[src/rtl/axil_arbiter_2to1.sv]
// axil_arbiter_2to1: round-robin 2:1 AXI4-Lite arbiter, one whole transaction at a time.
module axil_arbiter_2to1 #(
    parameter int dataWidth = 32,
    parameter int addrWidth = 32
) (
    input  logic                   clk,
    input  logic                   rst,
    input  logic                   s0_awvalid,
    output logic                   s0_awready,
    input  logic [addrWidth-1:0]   s0_awaddr,
    input  logic [2:0]             s0_awprot,
    input  logic                   s0_wvalid,
    output logic                   s0_wready,
    input  logic [dataWidth-1:0]   s0_wdata,
    input  logic [dataWidth/8-1:0] s0_wstrb,
    output logic                   s0_bvalid,
    input  logic                   s0_bready,
    output logic [1:0]             s0_bresp,
    input  logic                   s0_arvalid,
    output logic                   s0_arready,
    input  logic [addrWidth-1:0]   s0_araddr,
    input  logic [2:0]             s0_arprot,
    output logic                   s0_rvalid,
    input  logic                   s0_rready,
    output logic [dataWidth-1:0]   s0_rdata,
    output logic [1:0]             s0_rresp,
    input  logic                   s1_awvalid,
    output logic                   s1_awready,
    input  logic [addrWidth-1:0]   s1_awaddr,
    input  logic [2:0]             s1_awprot,
    input  logic                   s1_wvalid,
    output logic                   s1_wready,
    input  logic [dataWidth-1:0]   s1_wdata,
    input  logic [dataWidth/8-1:0] s1_wstrb,
    output logic                   s1_bvalid,
    input  logic                   s1_bready,
    output logic [1:0]             s1_bresp,
    input  logic                   s1_arvalid,
    output logic                   s1_arready,
    input  logic [addrWidth-1:0]   s1_araddr,
    input  logic [2:0]             s1_arprot,
    output logic                   s1_rvalid,
    input  logic                   s1_rready,
    output logic [dataWidth-1:0]   s1_rdata,
    output logic [1:0]             s1_rresp,
    output logic                   m_awvalid,
    input  logic                   m_awready,
    output logic [addrWidth-1:0]   m_awaddr,
    output logic [2:0]             m_awprot,
    output logic                   m_wvalid,
    input  logic                   m_wready,
    output logic [dataWidth-1:0]   m_wdata,
    output logic [dataWidth/8-1:0] m_wstrb,
    input  logic                   m_bvalid,
    output logic                   m_bready,
    input  logic [1:0]             m_bresp,
    output logic                   m_arvalid,
    input  logic                   m_arready,
    output logic [addrWidth-1:0]   m_araddr,
    output logic [2:0]             m_arprot,
    input  logic                   m_rvalid,
    output logic                   m_rready,
    input  logic [dataWidth-1:0]   m_rdata,
    input  logic [1:0]             m_rresp,
    output logic                   grant,
    output logic                   busy
);
    typedef enum logic [2:0] {IDLE, W_ADDR, W_DATA, W_RESP, R_ADDR, R_DATA} state_t;
    state_t r_state;
    logic   r_grant, r_last;
    logic   w_req0, w_req1, w_win, w_win_aw;
    logic   w_aw, w_w, w_b, w_ar, w_r, w_g0, w_g1;
    assign w_req0   = s0_awvalid | s0_arvalid;
    assign w_req1   = s1_awvalid | s1_arvalid;
    // On a tie the master that did not go last wins.
    assign w_win    = (w_req0 & w_req1) ? ~r_last : w_req1;
    assign w_win_aw = w_win ? s1_awvalid : s0_awvalid;
    assign w_aw = r_state == W_ADDR;
    assign w_w  = r_state == W_DATA;
    assign w_b  = r_state == W_RESP;
    assign w_ar = r_state == R_ADDR;
    assign w_r  = r_state == R_DATA;
    assign w_g0 = ~r_grant;
    assign w_g1 = r_grant;
    assign grant = r_grant;
    assign busy  = r_state != IDLE;
    always_comb begin
        m_awvalid  = w_aw & (r_grant ? s1_awvalid : s0_awvalid);
        m_awaddr   = w_aw ? (r_grant ? s1_awaddr : s0_awaddr) : '0;
        m_awprot   = w_aw ? (r_grant ? s1_awprot : s0_awprot) : '0;
        m_wvalid   = w_w & (r_grant ? s1_wvalid : s0_wvalid);
        m_wdata    = w_w ? (r_grant ? s1_wdata : s0_wdata) : '0;
        m_wstrb    = w_w ? (r_grant ? s1_wstrb : s0_wstrb) : '0;
        m_bready   = w_b & (r_grant ? s1_bready : s0_bready);
        m_arvalid  = w_ar & (r_grant ? s1_arvalid : s0_arvalid);
        m_araddr   = w_ar ? (r_grant ? s1_araddr : s0_araddr) : '0;
        m_arprot   = w_ar ? (r_grant ? s1_arprot : s0_arprot) : '0;
        m_rready   = w_r & (r_grant ? s1_rready : s0_rready);
        s0_awready = w_aw & w_g0 & m_awready;
        s1_awready = w_aw & w_g1 & m_awready;
        s0_wready  = w_w & w_g0 & m_wready;
        s1_wready  = w_w & w_g1 & m_wready;
        s0_bvalid  = w_b & w_g0 & m_bvalid;
        s1_bvalid  = w_b & w_g1 & m_bvalid;
        s0_bresp   = (w_b & w_g0) ? m_bresp : 2'b0;
        s1_bresp   = (w_b & w_g1) ? m_bresp : 2'b0;
        s0_arready = w_ar & w_g0 & m_arready;
        s1_arready = w_ar & w_g1 & m_arready;
        s0_rvalid  = w_r & w_g0 & m_rvalid;
        s1_rvalid  = w_r & w_g1 & m_rvalid;
        s0_rdata   = (w_r & w_g0) ? m_rdata : '0;
        s1_rdata   = (w_r & w_g1) ? m_rdata : '0;
        s0_rresp   = (w_r & w_g0) ? m_rresp : 2'b0;
        s1_rresp   = (w_r & w_g1) ? m_rresp : 2'b0;
    end
    always_ff @(posedge clk or posedge rst) begin
        if (rst) begin
            r_state <= IDLE;
            r_grant <= 1'b0;
            r_last  <= 1'b1;
        end else begin
            case (r_state)
                IDLE: if (w_req0 | w_req1) begin
                    r_grant <= w_win;
                    r_state <= w_win_aw ? W_ADDR : R_ADDR;
                end
                W_ADDR: if (m_awvalid & m_awready) r_state <= W_DATA;
                W_DATA: if (m_wvalid & m_wready) r_state <= W_RESP;
                W_RESP: if (m_bvalid & m_bready) begin
                    r_state <= IDLE;
                    r_last  <= r_grant;
                end
                R_ADDR: if (m_arvalid & m_arready) r_state <= R_DATA;
                R_DATA: if (m_rvalid & m_rready) begin
                    r_state <= IDLE;
                    r_last  <= r_grant;
                end
                default: r_state <= IDLE;
            endcase
        end
    end
endmodule

[config.mk]
export PLATFORM = sky130hd
export DESIGN_NAME = axil_arbiter_2to1
export DESIGN_NICKNAME = d
export VERILOG_FILES = /design/src/rtl/axil_arbiter_2to1.sv
export SDC_FILE = /design/constraint.sdc
export NUM_CORES = 1
export LEC_CHECK = 0
export CAP_MARGIN = 40
export CORE_AREA = 2 2 180 182
export DETAILED_ROUTE_END_ITERATION = 8
export DIE_AREA = 0 0 182 184
export PLACE_DENSITY = 0.42
export SYNTH_ARGS = -nofsm -noshare
export SYNTH_HDL_FRONTEND = slang
export SYNTH_SLANG_ARGS = --single-unit
[constraint.sdc]
create_clock -name clk -period 4.4 [get_ports clk]
set_clock_uncertainty 0.1 [all_clocks]
set_input_delay 0.88 -clock clk [delete_from_list [all_inputs] [get_ports clk]]
set_output_delay 0.88 -clock clk [all_outputs]
set_load 0.005 [all_outputs]
* Word level (Yosys, flattened, before mapping)
Index checks and enable logic that the tools add are counted.
Operators by class: eq/ne operators 11, mux-type cells 36, bitwise operators 36, reduce and logical (&&, ||, !) cells 6
Operators with widths (number):
- $mux W32 | 8
- $mux W3 | 11
- $and A1 B1 Y1 | 31
- $pmux W3 S6 | 1
- $ne A2 B1 Y1 const B | 5
- $mux W1 | 9
- $mux W2 | 4
- $mux W4 | 2
- $eq A3 B2 Y1 const B | 2
- $eq A3 B3 Y1 const B | 2
- $reduce_and A6 Y1 | 1
- $eq A3 B1 Y1 const B | 1
- $logic_not A3 Y1 | 1
- $or A1 B1 Y1 | 3
- $reduce_and A3 Y1 | 1
- $reduce_bool A3 Y1 | 1
- $ne A2 B2 Y1 const B | 1
- $not A1 Y1 | 2
- $pmux W1 S2 | 1
- $reduce_and A2 Y1 | 1
- $reduce_bool A2 Y1 | 1
Storage, ports and cells: register bits after elaboration 5, output and inout bits 195, word-level logic and storage cells 92

* Longest topological paths before layout
depth after elaboration 7, gate-level depth with buffers 7, depth with buffers taken out 5

* Worst setup path after synthesis
No wires, ideal clock.
kind register to output, from register r_state[1], to output port s0_rdata[10], arrival time 1.443 ns, data required time 3.420 ns, setup slack 1.977 ns, cell stages (with the launch flop) 7, path through dfrtp_1 > buf_2 > and2b_1 > nand2_1 > nor2_1 > clkbuf_1 > and2_1
On the way: longest elaborated chain between the ends 3
RTL lines:
- start: declaration | RTL line 69 | state_t r_state;
- start signal: assignment | RTL line 125 | r_state <= w_win_aw ? W_ADDR : R_ADDR;
- $eq A3 B3 Y1 | RTL line 82 | assign w_r = r_state == R_DATA;
- $and A1 B1 Y1 | RTL line 111 | s0_rdata = (w_r & w_g0) ? m_rdata : '0;
- $mux W32 | RTL line 111
- end: declaration | RTL line 25 | output logic [dataWidth-1:0] s0_rdata,
No other way between the ends.

* Worst setup path in the final report
from input port s1_awvalid, to output port m_awvalid
On the way: longest elaborated chain between the ends 2
RTL lines:
- start: declaration | RTL line 27 | input logic s1_awvalid,
- $mux W1 | RTL line 88 | m_awvalid = w_aw & (r_grant ? s1_awvalid : s0_awvalid);
- $and A1 B1 Y1 | RTL line 88
- end: declaration | RTL line 46 | output logic m_awvalid,
No other way between the ends.

==> flow_metrics.tcl <==
set metrics [dict create \
    rows 65 \
    drc 0 \
    wl_per_cell_um 17.09 \
    status "finished clean" \
    post_dp_cell_area_mm2 0.007679 \
    die_area_mm2 0.03349 \
    grt_max_degree 62 \
    tns_ps 0 \
    dpl.hpwl_um 18130 \
    drive_gt1_share_pct 2.527 \
    vias 4414 \
    grt_pass1_vias 4644 \
    cts_sinks 5 \
    clockRootBuffer "clkbuf_16" \
    synthMostInstantiatedCell "nor2_1" \
    start_kind "primary input" \
    max_freq_mhz 292.3 \
    finish.utilization_pct 24.71 \
    num_io_pins 460 \
    firstDrtPassIters 4 \
    yosysSeqAreaShare_pct 4.791 \
    setup_violations 0 \
    diodes 0 \
    drv_slew 0 \
    final_area_mm2 0.007757 \
    grt_busiest_layer "met2" \
    fin_ws_ps 978.6 \
    ys_ff_latch 5 \
    cts_tree "done" \
    irDropWorstVdd_mv 0.1402 \
    critPathMaxStageDelay_ps 490 \
    rsz0062_at_grt "false" \
    die_h_um 184 \
    core_mm2 0.03139 \
    synth_area_mm2 0.002638 \
    period_needed_ps 3421 \
    synth_edf_count 0 \
    vias_per_cell 3.580 \
    ctsResizeCount 0 \
    critPathSlowestCell "mux2i_1" \
    synth_area_leaders "mux2i_1, nor2_1, and2_1" \
    cp_common_cell "clkdlybuf4s50_1" \
    yosys_most_used_dff "dfrtp_1" \
    netlist_instances 396 \
    yosys.area.top_type_share_pct 42.13 \
    initial_core_util_pct 8.402 \
    place_congestion 0.6950 \
    end_kind "primary output" \
    grt-ovfl-total 0 \
    synthArstFlopShare_pct 100.0 \
    path_clk_slew_ps 30 \
    die_w_um 182 \
    grt_pass1_wl_um 29350 \
    met2_usage_pct 22.73 \
    cts.path.max_buffers 2 \
    cap_viol_max_count 0 \
    port_buffers 459 \
    avgSynthCellArea_um2 6.660 \
    synth_cell_types 31 \
    hold_viol_final 0 \
    htreeDepth 1 \
    whs_ps 527.5 \
    postRouteAntennaNets 0 \
    synth_area_leader_cell "mux2i_1" \
    drt-initial-drc-count 97 \
    pre_cts_slack_ps 954.0 \
    p_leak_nw 3.072 \
    power.density_mw_per_mm2 337.4 \
    synthesis.nets 661 \
    crit_type "in -> out" \
    cts_hold_buffers 0 \
    power_mw 2.618 \
    cts_made_buffers 3 \
    slew_headroom_pct 55.62 \
    synth_common_cells "nor2_1, mux2i_1, and2_1, buf_2, clkbuf_1" \
    tightest_slew_ps 665.7 \
    use_met1_pct 12.84 \
    clkLatencyLatePin_ps 230 \
    path_cells "clkdlybuf4s50_1 -> mux2i_1 -> nor2_1 -> clkdlybuf4s50_1" \
    wl_um 21080 \
    synthToLayoutAreaGrowth_pct 194.1 \
    required_ps 3420 \
    nets 1097 \
    cp.arrival_ps 2440 \
    yosys_warnings 0 \
    hp-class "reg -> reg" \
    track_usage_pct 11.61 \
    post_cts_buffers 0 \
    finalCritPeriodShare_pct 77.76 \
    crit_fanout 4 \
    antenna_found_initial 0 \
    dp.cells 1229 \
    groute.layer.met3.usage_pct 3.269 \
    fin_cells 1233 \
]
flip-flops by register name, summed over array words and instances, names as in the netlist:
signal / cells
r_state: 3
grant: 1
r_last: 1
worst max-delay path, delay by kind of cell:
kind / cells / cell delay, ps
muxes: 1 / 490
and+or+nand+nor: 1 / 130
buffers and inverters: 2 / 940
power by group:
group | internal, mW | switching, mW
Sequential | 0.0765 | 0.0980
Combinational | 1.32 | 0.972
Clock | 0.120 | 0.0289
Total | 1.52 | 1.10
cell families (layout without fill, tap and decap cells):
family | count (synthesis) | after routing | synth area share (%)
buffers and inverters | 41 | 476 | 7.021
multiplexers | 113 | 113 | 43.12
AND/OR/NAND/NOR | 223 | 223 | 40.94
AO/OA/AOI/OAI | 14 | 14 | 4.127
flip-flops | 5 | 5 | 4.792
placed cells by master (no fill, tap or decap), types with 3 or more instances in the layout:
cell             netlist  final
nor3b_1                3      3
buf_12                 0      3
nand3_1                3      3
clkbuf_16              0      3
dfrtp_1                4      3
clkdlybuf4s50_1        0    459
buf_4                  0      6
mux2i_1              111    111
and2_1                70     70
inv_1                  4      4
nor2_1               121    120
nand2_1                9      9
o22ai_1                4      4
nor3_1                 3      3
a211oi_1               3      3
nor2b_1                5      5
area by class of cell:
| cell class | count | area [µm²] |
|---|---|---|
| fillers | 3448 | 23640 |
| repair buffers | 468 | 4700 |
| multi-input cells | 350 | 2331 |
| well taps | 402 | 503.0 |
| flip-flops and latches | 5 | 130.1 |
| clock buffers | 4 | 78.83 |
| inverters | 4 | 15.01 |
metal layers:
metal	wire length (µm)	part of all wire, %
met1	8108	38
met2	10960	52
met3	1958	9.3
met4	51	0.24
met5	0	0
path summary, 6_finish.rpt:
path | from | to | slack [ps] | cells past startpoint
setup / recovery | s1_awvalid | m_awvalid | 980 | 4
hold / removal | r_last$_DFFE_PP1P_ | r_last$_DFFE_PP1P_ | 530 | 1
setup reg to reg | grant$_DFFE_PP0P_ | r_state[0]$_DFFE_PP0P_ | 1870 | 6
hold reg to reg | r_last$_DFFE_PP1P_ | r_last$_DFFE_PP1P_ | 530 | 1
max in group asynchronous | rst | r_last$_DFFE_PP1P_ | 3190 | 2
min in group asynchronous | rst | grant$_DFFE_PP0P_ | 770 | 2
Note: power is estimated with default switching activity, not from simulation.
==> RTL edit 1: new RTL, config.mk and constraints unchanged <==
Encoding of `state_t`: now one-hot (6 bits for 6 states).
--- a/src/rtl/axil_arbiter_2to1.sv
+++ b/src/rtl/axil_arbiter_2to1.sv
@@ -67,3 +67,3 @@
 );
-    typedef enum logic [2:0] {IDLE, W_ADDR, W_DATA, W_RESP, R_ADDR, R_DATA} state_t;
+    typedef enum logic [5:0] {IDLE = 6'b000001, W_ADDR = 6'b000010, W_DATA = 6'b000100, W_RESP = 6'b001000, R_ADDR = 6'b010000, R_DATA = 6'b100000} state_t;
     state_t r_state;
Behaviour: same outputs for any inputs over 10 cycles, from zero or initial values and one cycle with rst high; not proved beyond that.
==> RTL edit 1 against the unedited design <==
  * Wire length decreased by 2.7%
  * Final area increased by 1.5%
  * Power decreased by 33%
  * Critical path type is now register to output pin
  * Sequential share of layout area increased by 0.94 points
  * Sequential cell count increased by 3
  * Synthesized area increased by 5.1%
  * Register-to-register slack improved by 0.17 ns
  * Worst setup slack got worse by 0.38 ns
==> RTL edit 1: results (changes against the unedited design) <==
RUN_STATUS='finished clean'
DPL.HPWL_UM=17500  # -3.7%
DESIGN.SEQ.COUNT=8  # +3
GRT_UTIL_ALL_LAYERS_PCT=11.3  # -0.30 points
COMMONEST_CELLS_IN_THE_SYNTHESIZED_NETLIST='119 x nor2_1, 108 x mux2i_1, 41 x and2_1, 41 x and3_1, 21 x clkbuf_1'
POSTSYNTHCELLCOUNT=402  # +1.5%
GRT_ANTENNA_BEFORE_REPAIR=1  # +1
DETAIL_ROUTE.WL_PER_CELL_UM=16.5  # -3.5%
FILLER_CELL_COUNT=3453  # +0.15%
DRT_ITER0_MARKERS=74  # -24%
BUFFERS=470  # +0.43%
SYNTHDISTINCTLIBCELLS=38  # +23%
CRIT_PATH_START='r_state[5]'
SEQAREAFRACTION_PCT=2.62  # +0.94 points
MAXIMUM_FANOUT_ENCOUNTERED_ON_THE_CRITICAL_TIMING_PATH=38  # +34
COMB.MULTI_INPUT.COUNT=357  # +2.0%
TOTAL_LEAKAGE_POWER_nW=3.38  # +10%
FINAL-NONCLK-BUF-SHARE_PCT=59.7  # -0.93 points
TIMING.CRITICAL_PATH.SLOWEST_CELL_DELAY_NS=0.68  # +0.19 ns
FIRST_PASS_GRT_WIRE_LENGTH_UM=29100  # -0.87%
SHARE_OF_THE_FINAL_LAYOUT_CELL_AREA_IN_MULTI_INPUT_GATES_PCT=30.3  # +0.21 points
VIA_COUNT_OF_THE_FIRST_GLOBAL_ROUTING_PASS=4678  # +0.73%
FINAL_LAYOUT_NET_COUNT=1106  # +0.82%
TOTALWIRELENGTH_UM=20500  # -2.7%
CRITICAL_PATH.ENDPOINT='m_wvalid'
TIMING.RR.END='r_state[0]'
LARGEST_REG_FLOPS=6  # +3
IR_DROP_mV=0.151  # +7.5%
[RTL edit 1: cell families (layout without fill, tap and decap cells)]
group / after synthesis / count (layout) / share of synthesized area [%]
AO/OA/AOI/OAI: 16 / 16 / 4.24
buffers and inverters: 37 / 475 / 6.82
flip-flops: 8 / 8 / 7.31
multiplexers: 111 / 111 / 40.2
other: 0 / 1 / 0
AND/OR/NAND/NOR: 230 / 230 / 41.4
[RTL edit 1: metal layers]
metal / wire, um / part of all wire, % / global-route usage [%] / up-vias
met1: 8090 / 39 / 12.7 / 1999
met2: 10300 / 50 / 21.5 / 280
met3: 1860 / 9.1 / 3.19 / 11
li1: - / - / - / 2255
met4: 235 / 1.1 / 1.81 / 0
met5: 0 / 0 / 0 / -
[RTL edit 1: metrics by stage]
stage               cell area, um2  setup WS [ns]  power [W]
floorplan                     2770           1.59   0.000922
global placement              7780          0.683    0.00163
detailed placement            7790          0.776    0.00163
CTS                           7870          0.520    0.00180
global route                  7870          0.430    0.00191
finish                        7870          0.603    0.00176
==> RTL edit 2: new RTL, same flow settings <==
Without the edit above. `addrWidth`: 32 -> 48.
--- a/src/rtl/axil_arbiter_2to1.sv
+++ b/src/rtl/axil_arbiter_2to1.sv
@@ -3,3 +3,3 @@
     parameter int dataWidth = 32,
-    parameter int addrWidth = 32
+    parameter int addrWidth = 48
 ) (
Interface: changed (6 resized); port bits go from 460 to 556. No check against the original RTL was run, so the function may have changed too.
==> RTL edit 2 against the unedited design <==
  * Worst hold slack gained 0.010 ns
  * Register-to-register slack got worse by 0.17 ns
  * Power up 19%
  * Final area increased by 18%
  * Synthesized area is 17% higher
  * Worst setup slack worse by 0.084 ns
  * Highest routed layer is now met5
  * Non-clock buffer count is 98 higher
  * Combinational power rose by 21%
  * Wire length grew 22%
  * First-iteration DRC count rose by 1.0%
  * Critical path depth did not move
  * Sequential cell count unchanged
  * Core utilization increased by 4.5 points
==> RTL edit 2: results (changes against the unedited design) <==
VIA_COUNT_OF_THE_FIRST_GLOBAL_ROUTING_PASS=5335  # +15%
ROUTED-VIA-COUNT=5147  # +17%
TIMING.CRITICAL_PATH.SLOWEST_CELL_DELAY_NS=0.90  # +0.41 ns
AREA_SHARE_CLOCK_BUF_INV_PCT=0.860  # -0.16 points
FINAL_LAYOUT_SIZE_SUFFIX_GT1_SHARE_PCT=2.42  # -0.11 points
BUFFERS=566  # +21%
HIGHEST_LAYER='met5'
GP_CONGESTION=0.748  # +7.6%
MET3_DEMAND_TO_CAPACITY_SHARE_IN_GLOBAL_ROUTING_PCT=3.35  # +0.079 points
SEQAREAFRACTION_PCT=1.42  # -0.26 points
FINAL-NONCLK-BUF-SHARE_PCT=61.8  # +1.2 points
MAXSLEWHEADROOM_PCT=48.8  # -6.8 points
PLACED_AREA_UM2=9080  # +18%
DRT_ITER0_MARKERS=98  # +1.0%
CRIT_ARRIVAL_NS=2.53  # +0.09 ns
LARGEST_NET_DEGREE_AT_THE_START_OF_GLOBAL_ROUTING=56  # -9.7%
COMB.MULTI_INPUT.COUNT=414  # +18%
SEQUENTIAL_FRACTION_OF_THE_SYNTHESIS_AREA_PCT=4.09  # -0.71 points
CRITICAL-PATH-TOP-DELAY-FAMILY='flip-flops'
PWR-SHARE-COMB_PCT=88.3  # +0.7 points
CRITICALPATHCATEGORY='register to output pin'
FIRST_PASS_GRT_WIRE_LENGTH_UM=36000  # +23%
RUN_STATUS='finished clean'
LAYOUT-AREA-OVERHEAD-VS-SYNTH_PCT=196
GRT_UTIL_MET1_PCT=15.7  # +2.9 points
TOTALWIRELENGTH_UM=25700  # +22%
DRT-MET1-WL_UM=9730  # +20%
GRT_UTIL_ALL_LAYERS_PCT=14.2  # +2.6 points
COMMONEST_CELLS_IN_THE_SYNTHESIZED_NETLIST='153 x nor2_1, 143 x mux2i_1, 70 x and2_1, 31 x clkbuf_1, 10 x buf_2'
RTL edit 2: cell count changes after synthesis, moves of 9 or more:
cell / delta
clkbuf_1: +15
nor2_1: +32
mux2i_1: +32
buf_2: -9
RTL edit 2: through the flow:
stage | utilization [%] | setup WS [ns] | hold WS [ns] | instances
4_1_cts | 29.2 | 0.838 | 0.542 | 1395
6_report | 29.2 | 0.894 | 0.537 | 1395
3_5_place_dp | 28.9 | 1.05 | 0.537 | 1391
2_1_floorplan | - | 1.94 | 0.511 | 467
5_1_grt | 29.2 | 0.710 | 0.553 | 1395
3_3_place_gp | 28.9 | 1.03 | 0.528 | 1391
RTL edit 2: logic make-up (layout without fill, tap and decap cells):
family / Yosys count / after routing / synth area share [%]
flip-flops: 5 / 5 / 4.09
buffers and inverters: 48 / 574 / 6.59
multiplexers: 145 / 145 / 47.1
AND/OR/NAND/NOR: 255 / 255 / 38.7
AO/OA/AOI/OAI: 14 / 14 / 3.52
